[src/rtl/instruction_loader.sv]
// rtl/instruction_loader.sv - boot loader: byte stream to 16-bit instruction memory writes
// Holds the CPU in reset until a length-prefixed program has been fully written.
module instruction_loader #(
  parameter int MAX_WORDS = 256
) (
  input  logic        clk,
  input  logic        reset,
  input  logic        start,
  input  logic [7:0]  byte_in,
  input  logic        byte_valid,
  output logic        byte_ready,
  output logic [15:0] imem_address,
  output logic [15:0] imem_data,
  output logic        imem_wren,
  output logic        cpu_reset,
  output logic        done,
  output logic        error,
  output logic [15:0] words_loaded
);

  typedef enum logic [2:0] {
    S_IDLE,
    S_LEN_HI,
    S_LEN_LO,
    S_DATA_HI,
    S_DATA_LO,
    S_WRITE,
    S_DONE,
    S_ERROR
  } state_t;

  localparam logic [15:0] MAX_LEN = 16'(MAX_WORDS);

  state_t      state_q, state_d;
  logic [15:0] count_q, count_d;
  logic [7:0]  word_hi_q, word_hi_d;
  logic [15:0] words_loaded_q, words_loaded_d;
  logic [15:0] imem_address_q, imem_address_d;
  logic [15:0] imem_data_q, imem_data_d;
  logic        imem_wren_q, imem_wren_d;
  logic        byte_ready_q, byte_ready_d;
  logic        cpu_reset_q, cpu_reset_d;
  logic        done_q, done_d;
  logic        error_q, error_d;

  logic        accept;
  logic [15:0] full_len;
  logic [15:0] next_loaded;

  always_comb begin
    state_d        = state_q;
    count_d        = count_q;
    word_hi_d      = word_hi_q;
    words_loaded_d = words_loaded_q;
    imem_address_d = imem_address_q;
    imem_data_d    = imem_data_q;
    accept         = byte_valid && byte_ready_q;
    full_len       = {count_q[15:8], byte_in};
    next_loaded    = words_loaded_q + 16'd1;

    case (state_q)
      S_IDLE: begin
        if (start) state_d = S_LEN_HI;
      end
      S_LEN_HI: begin
        if (accept) begin
          count_d[15:8] = byte_in;
          state_d       = S_LEN_LO;
        end
      end
      S_LEN_LO: begin
        if (accept) begin
          count_d = full_len;
          if (full_len == 16'd0 || full_len > MAX_LEN) state_d = S_ERROR;
          else                                         state_d = S_DATA_HI;
        end
      end
      S_DATA_HI: begin
        if (accept) begin
          word_hi_d = byte_in;
          state_d   = S_DATA_LO;
        end
      end
      S_DATA_LO: begin
        if (accept) begin
          imem_data_d    = {word_hi_q, byte_in};
          imem_address_d = words_loaded_q;
          state_d        = S_WRITE;
        end
      end
      S_WRITE: begin
        words_loaded_d = next_loaded;
        if (next_loaded == count_q) state_d = S_DONE;
        else                        state_d = S_DATA_HI;
      end
      S_DONE, S_ERROR: begin
        if (start) state_d = S_LEN_HI;
      end
      default: state_d = S_IDLE;
    endcase

    // A new session starts with a clean count; LEN_HI is only entered from idle-like states.
    if (state_d == S_LEN_HI && state_q != S_LEN_HI) words_loaded_d = 16'd0;

    // Outputs are decoded from the next state so they are registered yet aligned with it.
    byte_ready_d = (state_d == S_LEN_HI) || (state_d == S_LEN_LO) ||
                   (state_d == S_DATA_HI) || (state_d == S_DATA_LO);
    imem_wren_d  = (state_d == S_WRITE);
    done_d       = (state_d == S_DONE);
    error_d      = (state_d == S_ERROR);
    cpu_reset_d  = (state_d != S_DONE);
  end

  always_ff @(posedge clk) begin
    if (reset) begin
      state_q        <= S_IDLE;
      count_q        <= 16'd0;
      word_hi_q      <= 8'd0;
      words_loaded_q <= 16'd0;
      imem_address_q <= 16'd0;
      imem_data_q    <= 16'd0;
      imem_wren_q    <= 1'b0;
      byte_ready_q   <= 1'b0;
      cpu_reset_q    <= 1'b1;
      done_q         <= 1'b0;
      error_q        <= 1'b0;
    end else begin
      state_q        <= state_d;
      count_q        <= count_d;
      word_hi_q      <= word_hi_d;
      words_loaded_q <= words_loaded_d;
      imem_address_q <= imem_address_d;
      imem_data_q    <= imem_data_d;
      imem_wren_q    <= imem_wren_d;
      byte_ready_q   <= byte_ready_d;
      cpu_reset_q    <= cpu_reset_d;
      done_q         <= done_d;
      error_q        <= error_d;
    end
  end

  assign byte_ready   = byte_ready_q;
  assign imem_address = imem_address_q;
  assign imem_data    = imem_data_q;
  assign imem_wren    = imem_wren_q;
  assign cpu_reset    = cpu_reset_q;
  assign done         = done_q;
  assign error        = error_q;
  assign words_loaded = words_loaded_q;

endmodule

[config.mk]
export PLATFORM = sky130hd
export DESIGN_NAME = instruction_loader
export DESIGN_NICKNAME = d
export VERILOG_FILES = /design/src/rtl/instruction_loader.sv
export SDC_FILE = /design/constraint.sdc
export NUM_CORES = 1
export LEC_CHECK = 0
export BUFFER_PORTS_ARGS = -buffer_cell sky130_fd_sc_hd__clkbuf_2
export CORE_UTILIZATION = 40
export CTS_CLUSTER_SIZE = 24
export DETAILED_ROUTE_END_ITERATION = 10
export GPL_ROUTABILITY_DRIVEN = 0
export HOLD_SLACK_MARGIN = 0.06
export SLEW_MARGIN = 20
export SYNTH_ARGS = -nofsm -noshare
export SYNTH_HDL_FRONTEND = slang
export SYNTH_SLANG_ARGS = --single-unit
export TNS_END_PERCENT = 100
[constraint.sdc]
create_clock -name clk -period 6.3 [get_ports clk]
set_clock_uncertainty 0.05 [all_clocks]
set_input_delay 1.26 -clock clk [delete_from_list [all_inputs] [get_ports clk]]
set_output_delay 1.26 -clock clk [all_outputs]
set_load 0.01 [all_outputs]
---- Word level (Yosys, flattened, before mapping) ----
Cells that the tools add are included.
storage, ports and cells
  bits in registers ....................... 80
  input bits .............................. 12
  output and inout bits ................... 53
  word-level logic and storage cells ...... 56
operators by class
  add/subtract/negate cells ............... 1
  $lt $le $gt $ge ......................... 1
  equal/unequal tests ..................... 17
  mux-type cells .......................... 10
  bitwise logic cells ..................... 1
  reductions and logical operators ........ 14
operator list
  kind                                                                              number
  3-bit == test, second input constant                                              8
  3-bit 2-to-1 mux                                                                  7
  3-bit one-hot mux with 6 select lines                                             1
  16-bit by 1-bit adder with 16-bit output, second input constant                   1
  16-bit == test                                                                    1
  16-bit by 9-bit greater-than comparator with 1-bit output, second input constant  1
  16-bit zero test                                                                  1
  8-bit one-hot mux with 2 select lines                                             1
  3-bit by 2-bit == test with 1-bit output, second input constant                   4
  8-bit 2-to-1 mux                                                                  1
  3-bit by 1-bit == test with 1-bit output, second input constant                   2
  2-bit AND reduction                                                               3
  1-bit logical OR                                                                  4
  3-bit zero test                                                                   1
  3-bit by 1-bit != test with 1-bit output, second input constant                   1
  3-bit != test, second input constant                                              1
  3-bit AND reduction                                                               1
  3-bit OR reduction                                                                1
  1-bit logical AND                                                                 2
  2-bit OR reduction                                                                1
  1-bit inverter                                                                    1

---- Logic depth before layout (Yosys ltp) ----
Gate-level depths: netlist of run 1.
  depth in word-level cells ............... 9
  depth in mapped cells ................... 8
  mapped depth without buffers ............ 7

---- Worst setup path after synthesis of run 1 ----
OpenSTA, ideal clock, no wires.
  kind .................................... input-to-reg
  start point ............................. input byte_in[4]
  end point ............................... register words_loaded_q[10] (netlist: words_loaded[10])
  library setup time ...................... 117 ps
  arrival time ............................ 2673 ps
  required time ........................... 6133 ps
  setup slack ............................. 3460 ps
  stages on the path ...................... 8
  path buffers ............................ 2
  path through ............................ nor4_1 > a21o_1 > a41o_1 > and2_1 > clkbuf_1 > a21o_1 > buf_2 > nor2_1
between the ends
  longest elaborated chain between the ends .. 8
  elaborated cells between the ends (all ways) .. 9
  those cells by class .................... 1 x order compare; 1 x eq/ne; 3 x mux; 4 x reduce/logical
RTL lines
  item                                                                                           line  source
  start, declared                                                                                9     input logic [7:0] byte_in,
  16-bit by 9-bit greater-than comparator with 1-bit output or 16-bit zero test (tied branches)  74    if (full_len == 16'd0 || full_len > MAX_LEN) state_d = S_ERROR;
  1-bit logical OR (*)                                                                           74
  3-bit 2-to-1 mux (*)                                                                           74
  3-bit 2-to-1 mux (*)                                                                           72    if (accept) begin
  3-bit one-hot mux with 6 select lines (*)                                                      61    case (state_q)
  3-bit by 1-bit == test with 1-bit output (*)                                                   103   if (state_d == S_LEN_HI && state_q != S_LEN_HI) words_loaded_d = 16'd0;
  1-bit logical AND (*)                                                                          103
  2-bit OR reduction (no source line) (*)                                                        -
  end signal, assigned                                                                           131   words_loaded_q <= words_loaded_d;
  end, declared                                                                                  37    logic [15:0] words_loaded_q, words_loaded_d;
Mark *: on every way between the ends. The rest lies on a longest branch, timed or not.
A chain may end at the register's enable or synchronous reset.

---- Final worst setup path of run 1 ----
  start point ............................. input byte_in[4]
  end point ............................... register words_loaded_q[3] (netlist: words_loaded[3])
Same word-level chain as after synthesis.

==> results of run 1 <==
[cells by family (layout without fill, tap and decap cells)]
| logic type | count (synthesis) | in the layout | share of synthesized area, % |
|---|---|---|---|
| AND/OR/NAND/NOR | 187 | 187 | 23.5 |
| adder cells (fa/ha/maj) | 1 | 1 | 0.349 |
| multiplexers | 16 | 16 | 4.50 |
| flip-flops | 80 | 80 | 44.7 |
| AO/OA/AOI/OAI | 82 | 82 | 13.9 |
| buffers and inverters | 35 | 86 | 4.08 |
| XOR/XNOR | 37 | 37 | 9.04 |
[registers in the layout, summed over array words and instances (netlist names)]
| name | flops |
|---|---|
| imem_wren | 1 |
| count_q | 16 |
| words_loaded | 16 |
| done | 1 |
| imem_data | 16 |
| error | 1 |
| cpu_reset | 1 |
| state_q | 3 |
| word_hi_q | 8 |
| imem_address | 16 |
| byte_ready | 1 |
[metrics by stage]
| stage | instances | hold WS [ps] |
|---|---|---|
| finish | 597 | 406 |
| global route | 597 | 426 |
| CTS | 597 | 408 |
| detailed placement | 581 | 396 |
| global placement | 581 | 390 |
| floorplan | 438 | 382 |
[worst max-delay path: stages]
cell	delay, ps
clkbuf_2	120
nor4_1	450
a21o_1	200
a41o_1	170
and2_1	260
a21o_1	490
nor2_1	110
[Yosys cell counts (3+ instances only)]
| master | instances | area, um^2 |
|---|---|---|
| nand2_1 | 90 | 338 |
| dfxtp_1 | 80 | 1600 |
| nor2_1 | 46 | 173 |
| a21oi_1 | 43 | 215 |
| xnor2_1 | 23 | 201 |
| clkbuf_1 | 22 | 82.6 |
| mux2i_1 | 15 | 150 |
| xor2_1 | 14 | 123 |
| nand3_1 | 12 | 60.1 |
| o21ai_0 | 12 | 60.1 |
| nor3_1 | 8 | 40.0 |
| buf_2 | 7 | 35.0 |
| nor4_1 | 7 | 43.8 |
| nand4_1 | 5 | 31.3 |
| or3_1 | 5 | 31.3 |
| a21o_1 | 4 | 30.0 |
| and3b_1 | 3 | 26.3 |
| inv_1 | 3 | 11.3 |
| o211ai_1 | 3 | 22.5 |
[worst paths after layout]
| check | start | to | cells after the start |
|---|---|---|---|
| min | imem_address[10] | imem_address[10] | 2 |
| max reg2reg | words_loaded[0] | imem_wren | 7 |
| max | byte_in[4] | words_loaded[3] | 7 |
| min reg2reg | imem_address[10] | imem_address[10] | 2 |
[area by class of cell]
class	instances	area [um^2]	area share (%)
multi-input cells	323	1840	44.5
inverters	3	11.3	0.272
well taps	108	135	3.27
repair buffers	67	343	8.29
clock inverters	7	81.3	1.97
clock buffers	9	124	3.00
flip-flops and latches	80	1600	38.7
[power groups by stage]
stage               clock, mW  sequential, mW  combinational [mW]
detailed placement          0           0.527              0.0413
floorplan                   0           0.523              0.0296
finish                  0.390           0.515              0.0412
CTS                     0.400           0.515              0.0414
global route            0.425           0.516              0.0462
global placement            0           0.527              0.0409
[per-layer routing]
layer | vias up | wire (um) | track usage [%]
met5 | - | 0 | 0
li1 | 1573 | - | -
met3 | 11 | 431 | 4.19
met1 | 1459 | 4170 | 25.9
met4 | 0 | 112 | 6.20
met2 | 85 | 3690 | 29.0
==> qor.yml, run 1 <==
cts_tree: "built"
clk_pin_slew_ps: 90
powerDensity_nw_per_um2: 229
fin_ws_ps: 3420
synthCells: 438
antenna_cells: 0
synthesis.area_um2: 3580
route.final.wire_length_mm: 8.40
synth_edf_count: 0
comb_power_share_pct: 4.4
clockPowerShare_pct: 41.2
crit_required_ps: 6480
crit_path_start_kind: "input port"
ys.flop_type: "dfxtp_1"
final_cell_mix: "nand2_1 (90), dfxtp_1 (80), clkbuf_2 (64), nor2_1 (45), a21oi_1 (43)"
cts_buffers: 9
final_common_cell: "nand2_1"
peakVddDrop_mv: 0.122
nets: 497
reg2reg_slack_ps: 3540
fillers: 863
worstSetupPathType: "in -> reg"
post_cts_resized: 0
start_util_pct: 41.3
status: "completed"
insertion_delay_ps: 360
post-cts-setup-buffers: 0
async_flop_share_pct: 0
fin_total_pwr_mw: 0.946
chipWidth_um: 96.7
yosys_warnings: 0
stdcell_area_um2: 4140
tightest_slew_ps: 822
postRouteAntennaNets: 0
grt_use_total_pct: 18.8
syn-num-nets: 451
grt_antenna_before_repair: 0
drive_gt1_share_pct: 19.0
switching_share_pct: 25.0
setup_viol: 0
p_int_mw: 0.710
cts-root-buf: "clkbuf_8"
avgSynthCellArea_um2: 8.18
fp.dieH_um: 96.7
io_buffer_count: 64
power.switching_mw: 0.236
cp.arrival_ps: 3070
ys_ff_latch: 80
synth.distinct_cells: 48
end_kind: "flip-flop"
setup_tns_ps: 0
grt_pass1_wl_mm: 14.2
hold_class: "reg -> reg"
drc_errors: 0
maxCapViolCount: 0
io_pins: 65
first_iter_violations: 202
period_needed_ps: 2880
relSlewSlack_pct: 45.0
die-area_um2: 9340
routed_via_density: 5.24
cts_buffer_depth: 2
drv_slew: 0
cts_hold_buf: 0
utilization_pct: 47.6
rsz0062_at_grt: "no"
first_pass_iters: 4
grt.overflow.total: 0
hpwl_mm: 5.92
area_growth_pct: 15.4
rows: 34
clock_sinks: 80
coreArea_um2: 8680
pwr-share-seq_pct: 54.4
grt_max_degree: 65
hold_viol: 0
leakage_nw: 1.57
num_vias: 3128
wl_per_cell_um: 14.1
crit_path_max_fanout: 16
fmax_mhz: 347
place_area_um2: 3930
preCtsSetupSlack_ps: 3040
ys_seq_area_share_pct: 44.7
grt_pass1_vias: 2824
min_period_over_period_pct: 45.8
h-tree-depth: 3
No activity file was read; power rests on OpenSTA's default activity.
==> run 2, diff against run 1 <==
- clock period: 6.3 -> 2.6 ns (I/O delays scaled with it)
==> run 2 against run 1 <==
Net effect:
- critical path depth fell by 1
- utilization grew 2.0 points
- largest cell class unchanged
- setup slack got worse by 3200 ps
- die area stayed put
- clock-buffer cell count did not move
- power grew to 2.5 times the previous value
- non-clock buffer count is 21 higher
==> qor.yml, run 2 (same netlist as run 1, synthesis figures left out) <==
hold_viol: 0  # unchanged
antenna_cells: 0  # unchanged
postRouteAntennaNets: 0  # unchanged
drv_slew: 0  # unchanged
rsz0062_at_grt: "no"
nets: 518  # +4.2%
cp_top_family: "simple AND/OR/NAND/NOR gates"
clk_pin_slew_ps: 90  # about the same
final_cell_mix: "nand2_1 (90), dfxtp_1 (80), clkbuf_2 (64), nor2_1 (45), a21oi_1 (43)"
drive_gt1_share_pct: 22.4  # +3.3 points
cts_hold_buf: 0  # unchanged
powerDensity_nw_per_um2: 556  # +140%
fmax_mhz: 427
hpwl_mm: 6.22  # +5.2%
coreArea_um2: 8680  # unchanged
critPathSlowestCell: "dfxtp_1"
worstSetupPathType: "reg -> reg"
io_pins: 65  # unchanged
layout.cells.non_filler: 618  # +3.5%
dp_cells: 602  # +3.6%
register_area_um2: 1600  # unchanged
grt.overflow.total: 0  # unchanged
whs_path_depth: 3  # +1
drc_errors: 0  # unchanged
rows: 34  # unchanged
num_vias: 3192  # +2.0%
status: "completed"
period_needed_ps: 2340
area_growth_pct: 20.3
maxCapViolCount: 0  # unchanged
fp.dieH_um: 96.7  # unchanged
critPathMaxStageDelay_ps: 520  # +30 ps
post-cts-setup-buffers: 0  # unchanged
start_util_pct: 41.3  # unchanged
multi_input_area_um2: 1840  # unchanged
cts_buffers: 9  # unchanged
grt_max_degree: 46  # -29%
path_buf_inv: 0  # -1
clock_sinks: 80  # unchanged
route.final.wire_length_mm: 8.67  # +3.3%
wl_per_cell_um: 14.0  # -0.26%
setup_viol: 0  # unchanged
grt_use_total_pct: 18.9  # +0.16 points
hold_class: "in -> reg"
fin_ws_ps: 259  # -3160 ps
crit_path_start_kind: "flip-flop"
relSlewSlack_pct: 65.3  # +20 points
path_cells: "nand4_1 > nor4_1 > xnor2_1 > o2111ai_1 > or3_1 > a211oi_2"
grt_antenna_before_repair: 0  # unchanged
first_iter_violations: 172  # -15%
crit_required_ps: 2830  # -3650 ps
peakVddDrop_mv: 0.252  # +110%
tightest_slew_ps: 519  # -303 ps
final_common_cell: "nand2_1"
fillers: 851  # -1.4%
setup_tns_ps: 0  # unchanged
r2r_cells: 6  # -1
grt_pass1_vias: 3006  # +6.4%
min_period_over_period_pct: 90.1
first_pass_iters: 5  # +1
end_kind: "flip-flop"
h-tree-depth: 3  # unchanged
cts_tree: "built"
chipWidth_um: 96.7  # unchanged
post_cts_resized: 0  # unchanged
cts-root-buf: "clkbuf_8"
routed_via_density: 5.17  # -1.4%
cp.arrival_ps: 2570  # -500 ps
leakage_nw: 1.69  # +7.5%
cts_buffer_depth: 2  # unchanged
crit_path_max_fanout: 8  # -8
preCtsSetupSlack_ps: 285  # -2760 ps
grt_pass1_wl_mm: 14.4  # +1.5%
critical_path_depth: 6  # -1
insertion_delay_ps: 350  # about the same
die-area_um2: 9340  # unchanged
io_buffer_count: 64  # unchanged
[run 2: worst reg2reg max path: stages (launching register included)]
cell,delay (ps)
dfxtp_1,520
nand4_1,330
nor4_1,380
xnor2_1,170
o2111ai_1,170
or3_1,410
a211oi_2,220
[run 2: worst paths after layout]
kind | startpoint | to | slack, ps
worst max-delay path | words_loaded[3] | imem_wren | 260
worst min-delay path | byte_in[5] | imem_data[5] | 400
worst max register to register | words_loaded[3] | imem_wren | 260
worst min register to register | word_hi_q[5] | imem_data[13] | 400
[run 2: report_power, final]
part           switching [mW]  internal (mW)
Clock                   0.495          0.549
Combinational          0.0698         0.0375
Sequential             0.0139           1.23
Total                   0.579           1.82
[run 2: area by class of cell]
cell class / count / area share [%]
Tap cell: 108 / 3.13
Timing Repair Buffer: 88 / 11.6
Sequential cell: 80 / 37.1
Inverter: 3 / 0.261
Clock buffer: 9 / 2.87
Multi-Input combinational cell: 323 / 42.6
Clock inverter: 7 / 2.35
[run 2: through the flow]
stage               area, um^2  hold slack [ps]  total power [mW]  utilization [%]
floorplan                 3580              382              1.34                -
global placement          4090              391              1.38             47.1
detailed placement        4090              397              1.38             47.1
CTS                       4310              381              2.42             49.7
global route              4310              395              2.49             49.7
finish                    4310              403              2.40             49.7
[run 2: metal layers]
| layer | track usage [%] | vias up | routed length (um) |
|---|---|---|---|
| li1 | - | 1612 | - |
| met1 | 25.8 | 1481 | 4280 |
| met2 | 30.1 | 87 | 3950 |
| met3 | 3.25 | 12 | 347 |
| met4 | 6.77 | 0 | 95 |
| met5 | 0 | - | 0 |
==> run 3, diff against run 2 <==
- RECOVER_POWER: not set -> 50
==> run 3 against run 2 <==
Net effect:
- critical path type unchanged
- sequential power is essentially flat
- die area unchanged
- wire length increased by 0.91%
- global-route usage stayed put
- largest cell class unchanged
- final area down 2.1%
- setup slack lost 37 ps
- critical endpoint unchanged
==> qor.yml, run 3 (same netlist as run 1, synthesis figures left out) <==
setup_tns_ps: 0  # unchanged
rows: 34  # unchanged
clk_pin_slew_ps: 90  # about the same
routed_via_density: 5.19  # +0.50%
cts_hold_buf: 0  # unchanged
path_buf_inv: 1  # +1
hold_slack_ps: 395  # -8.34 ps
io_buffer_count: 64  # unchanged
num_vias: 3208  # +0.50%
nets: 518  # unchanged
die-area_um2: 9340  # unchanged
hpwl_mm: 6.22  # unchanged
fp.dieH_um: 96.7  # unchanged
min_period_over_period_pct: 91.5  # +1.4 points
p_int_mw: 1.82  # about the same
period_needed_ps: 2380  # +36.9 ps
leakage_nw: 1.50  # -11%
fmax_mhz: 420  # -1.6%
crit_path_start_kind: "flip-flop"
insertion_delay_ps: 360  # about the same
area_growth_pct: 17.8
clockPowerShare_pct: 43.6  # about the same
fin_total_pwr_mw: 2.40  # +0.12%
powerDensity_nw_per_um2: 569  # +2.3%
antenna_cells: 0  # unchanged
final_common_cell: "nand2_1"
rsz0062_at_grt: "no"
switching_share_pct: 24.3  # +0.11 points
chipWidth_um: 96.7  # unchanged
crit_required_ps: 2830  # about the same
cts_tree: "built"
coreArea_um2: 8680  # unchanged
first_pass_iters: 4  # -1
status: "completed"
relSlewSlack_pct: 55.6  # -9.8 points
grt_antenna_before_repair: 0  # unchanged
crit_path_max_fanout: 7  # -1
critPathSlowestCell: "or3_1"
final_cell_mix: "nand2_1 (90), dfxtp_1 (80), clkbuf_1 (51), nor2_1 (45), a21oi_1 (43)"
cp_top_family: "simple AND/OR/NAND/NOR gates"
power.switching_mw: 0.582  # +0.59%
grt_pass1_vias: 3006  # unchanged
hold_viol: 0  # unchanged
setup_viol: 0  # unchanged
cts_buffers: 9  # unchanged
grt.overflow.total: 0  # unchanged
comb_power_share_pct: 4.4  # about the same
io_pins: 65  # unchanged
drc_errors: 0  # unchanged
hold_class: "in -> reg"
critPathMaxStageDelay_ps: 410  # -110 ps
layout.cells.non_filler: 618  # unchanged
grt_use_total_pct: 18.9  # unchanged
start_util_pct: 41.3  # unchanged
path_cells: "clkbuf_1 > nand4_1 > nor4_1 > xnor2_1 > o2111ai_1 > or3_1 > a211oi_2"
maxCapViolCount: 0  # unchanged
h-tree-depth: 3  # unchanged
grt_pass1_wl_mm: 14.4  # unchanged
worstSetupPathType: "reg -> reg"
clock_sinks: 80  # unchanged
cts-root-buf: "clkbuf_8"
drive_gt1_share_pct: 12.4  # -10 points
post_cts_resized: 0  # unchanged
post-cts-setup-buffers: 0  # unchanged
drv_slew: 0  # unchanged
cts_buffer_depth: 2  # unchanged
grt_max_degree: 46  # unchanged
end_kind: "flip-flop"
route.final.wire_length_mm: 8.75  # +0.91%
first_iter_violations: 202  # +17%
pwr-share-seq_pct: 51.9  # about the same
dp_cells: 602  # unchanged
postRouteAntennaNets: 0  # unchanged
peakVddDrop_mv: 0.252  # +0.11%
cp.arrival_ps: 2610  # +40 ps
tightest_slew_ps: 667  # +147 ps
wl_per_cell_um: 14.2  # +0.91%
run 3: through the flow:
step / util (%) / area [um^2] / worst slack [ps]
floorplan: - / 3580 / 192
global placement: 47.1 / 4090 / 312
detailed placement: 47.1 / 4090 / 285
CTS: 49.7 / 4310 / 266
global route: 48.6 / 4220 / 71.0
finish: 48.6 / 4220 / 222
run 3: power by group through the flow:
| stage | Combinational, mW | Sequential (mW) | Clock, mW |
|---|---|---|---|
| global placement | 0.106 | 1.28 | 0 |
| global route | 0.118 | 1.25 | 1.13 |
| CTS | 0.107 | 1.25 | 1.07 |
| floorplan | 0.0717 | 1.27 | 0 |
| finish | 0.107 | 1.25 | 1.05 |
| detailed placement | 0.106 | 1.27 | 0 |
run 3: layout make-up:
type | instances | area [um^2]
clock buffers | 9 | 124
clock inverters | 7 | 101
fillers | 881 | 4460
inverters | 3 | 11.3
multi-input cells | 323 | 1840
flip-flops and latches | 80 | 1600
well taps | 108 | 135
repair buffers | 88 | 409
run 3: tightest hold or removal path: cells and delay by family:
family | cells | cell delay [ps]
AO/OA/AOI/OAI | 1 | 50
AND/OR/NAND/NOR | 1 | 60
buffers and inverters | 1 | 120
run 3: layer usage:
metal	share of wire, %	routed length [um]	track usage (%)	vias to the layer above
met2	45	3980	30.1	87
met4	1.1	95	6.77	0
li1	-	-	-	1613
met5	0	0	0	-
met1	49	4300	25.8	1496
met3	4.3	377	3.25	12
run 3: path summary, 6_finish.rpt:
| path | startpoint | end | slack, ps | cells past startpoint |
|---|---|---|---|---|
| worst min register to register | word_hi_q[5] | imem_data[13] | 410 | 2 |
| worst max-delay path | words_loaded[1] | imem_wren | 220 | 7 |
| worst min-delay path | byte_in[5] | imem_data[5] | 390 | 3 |
| worst max register to register | words_loaded[1] | imem_wren | 220 | 7 |
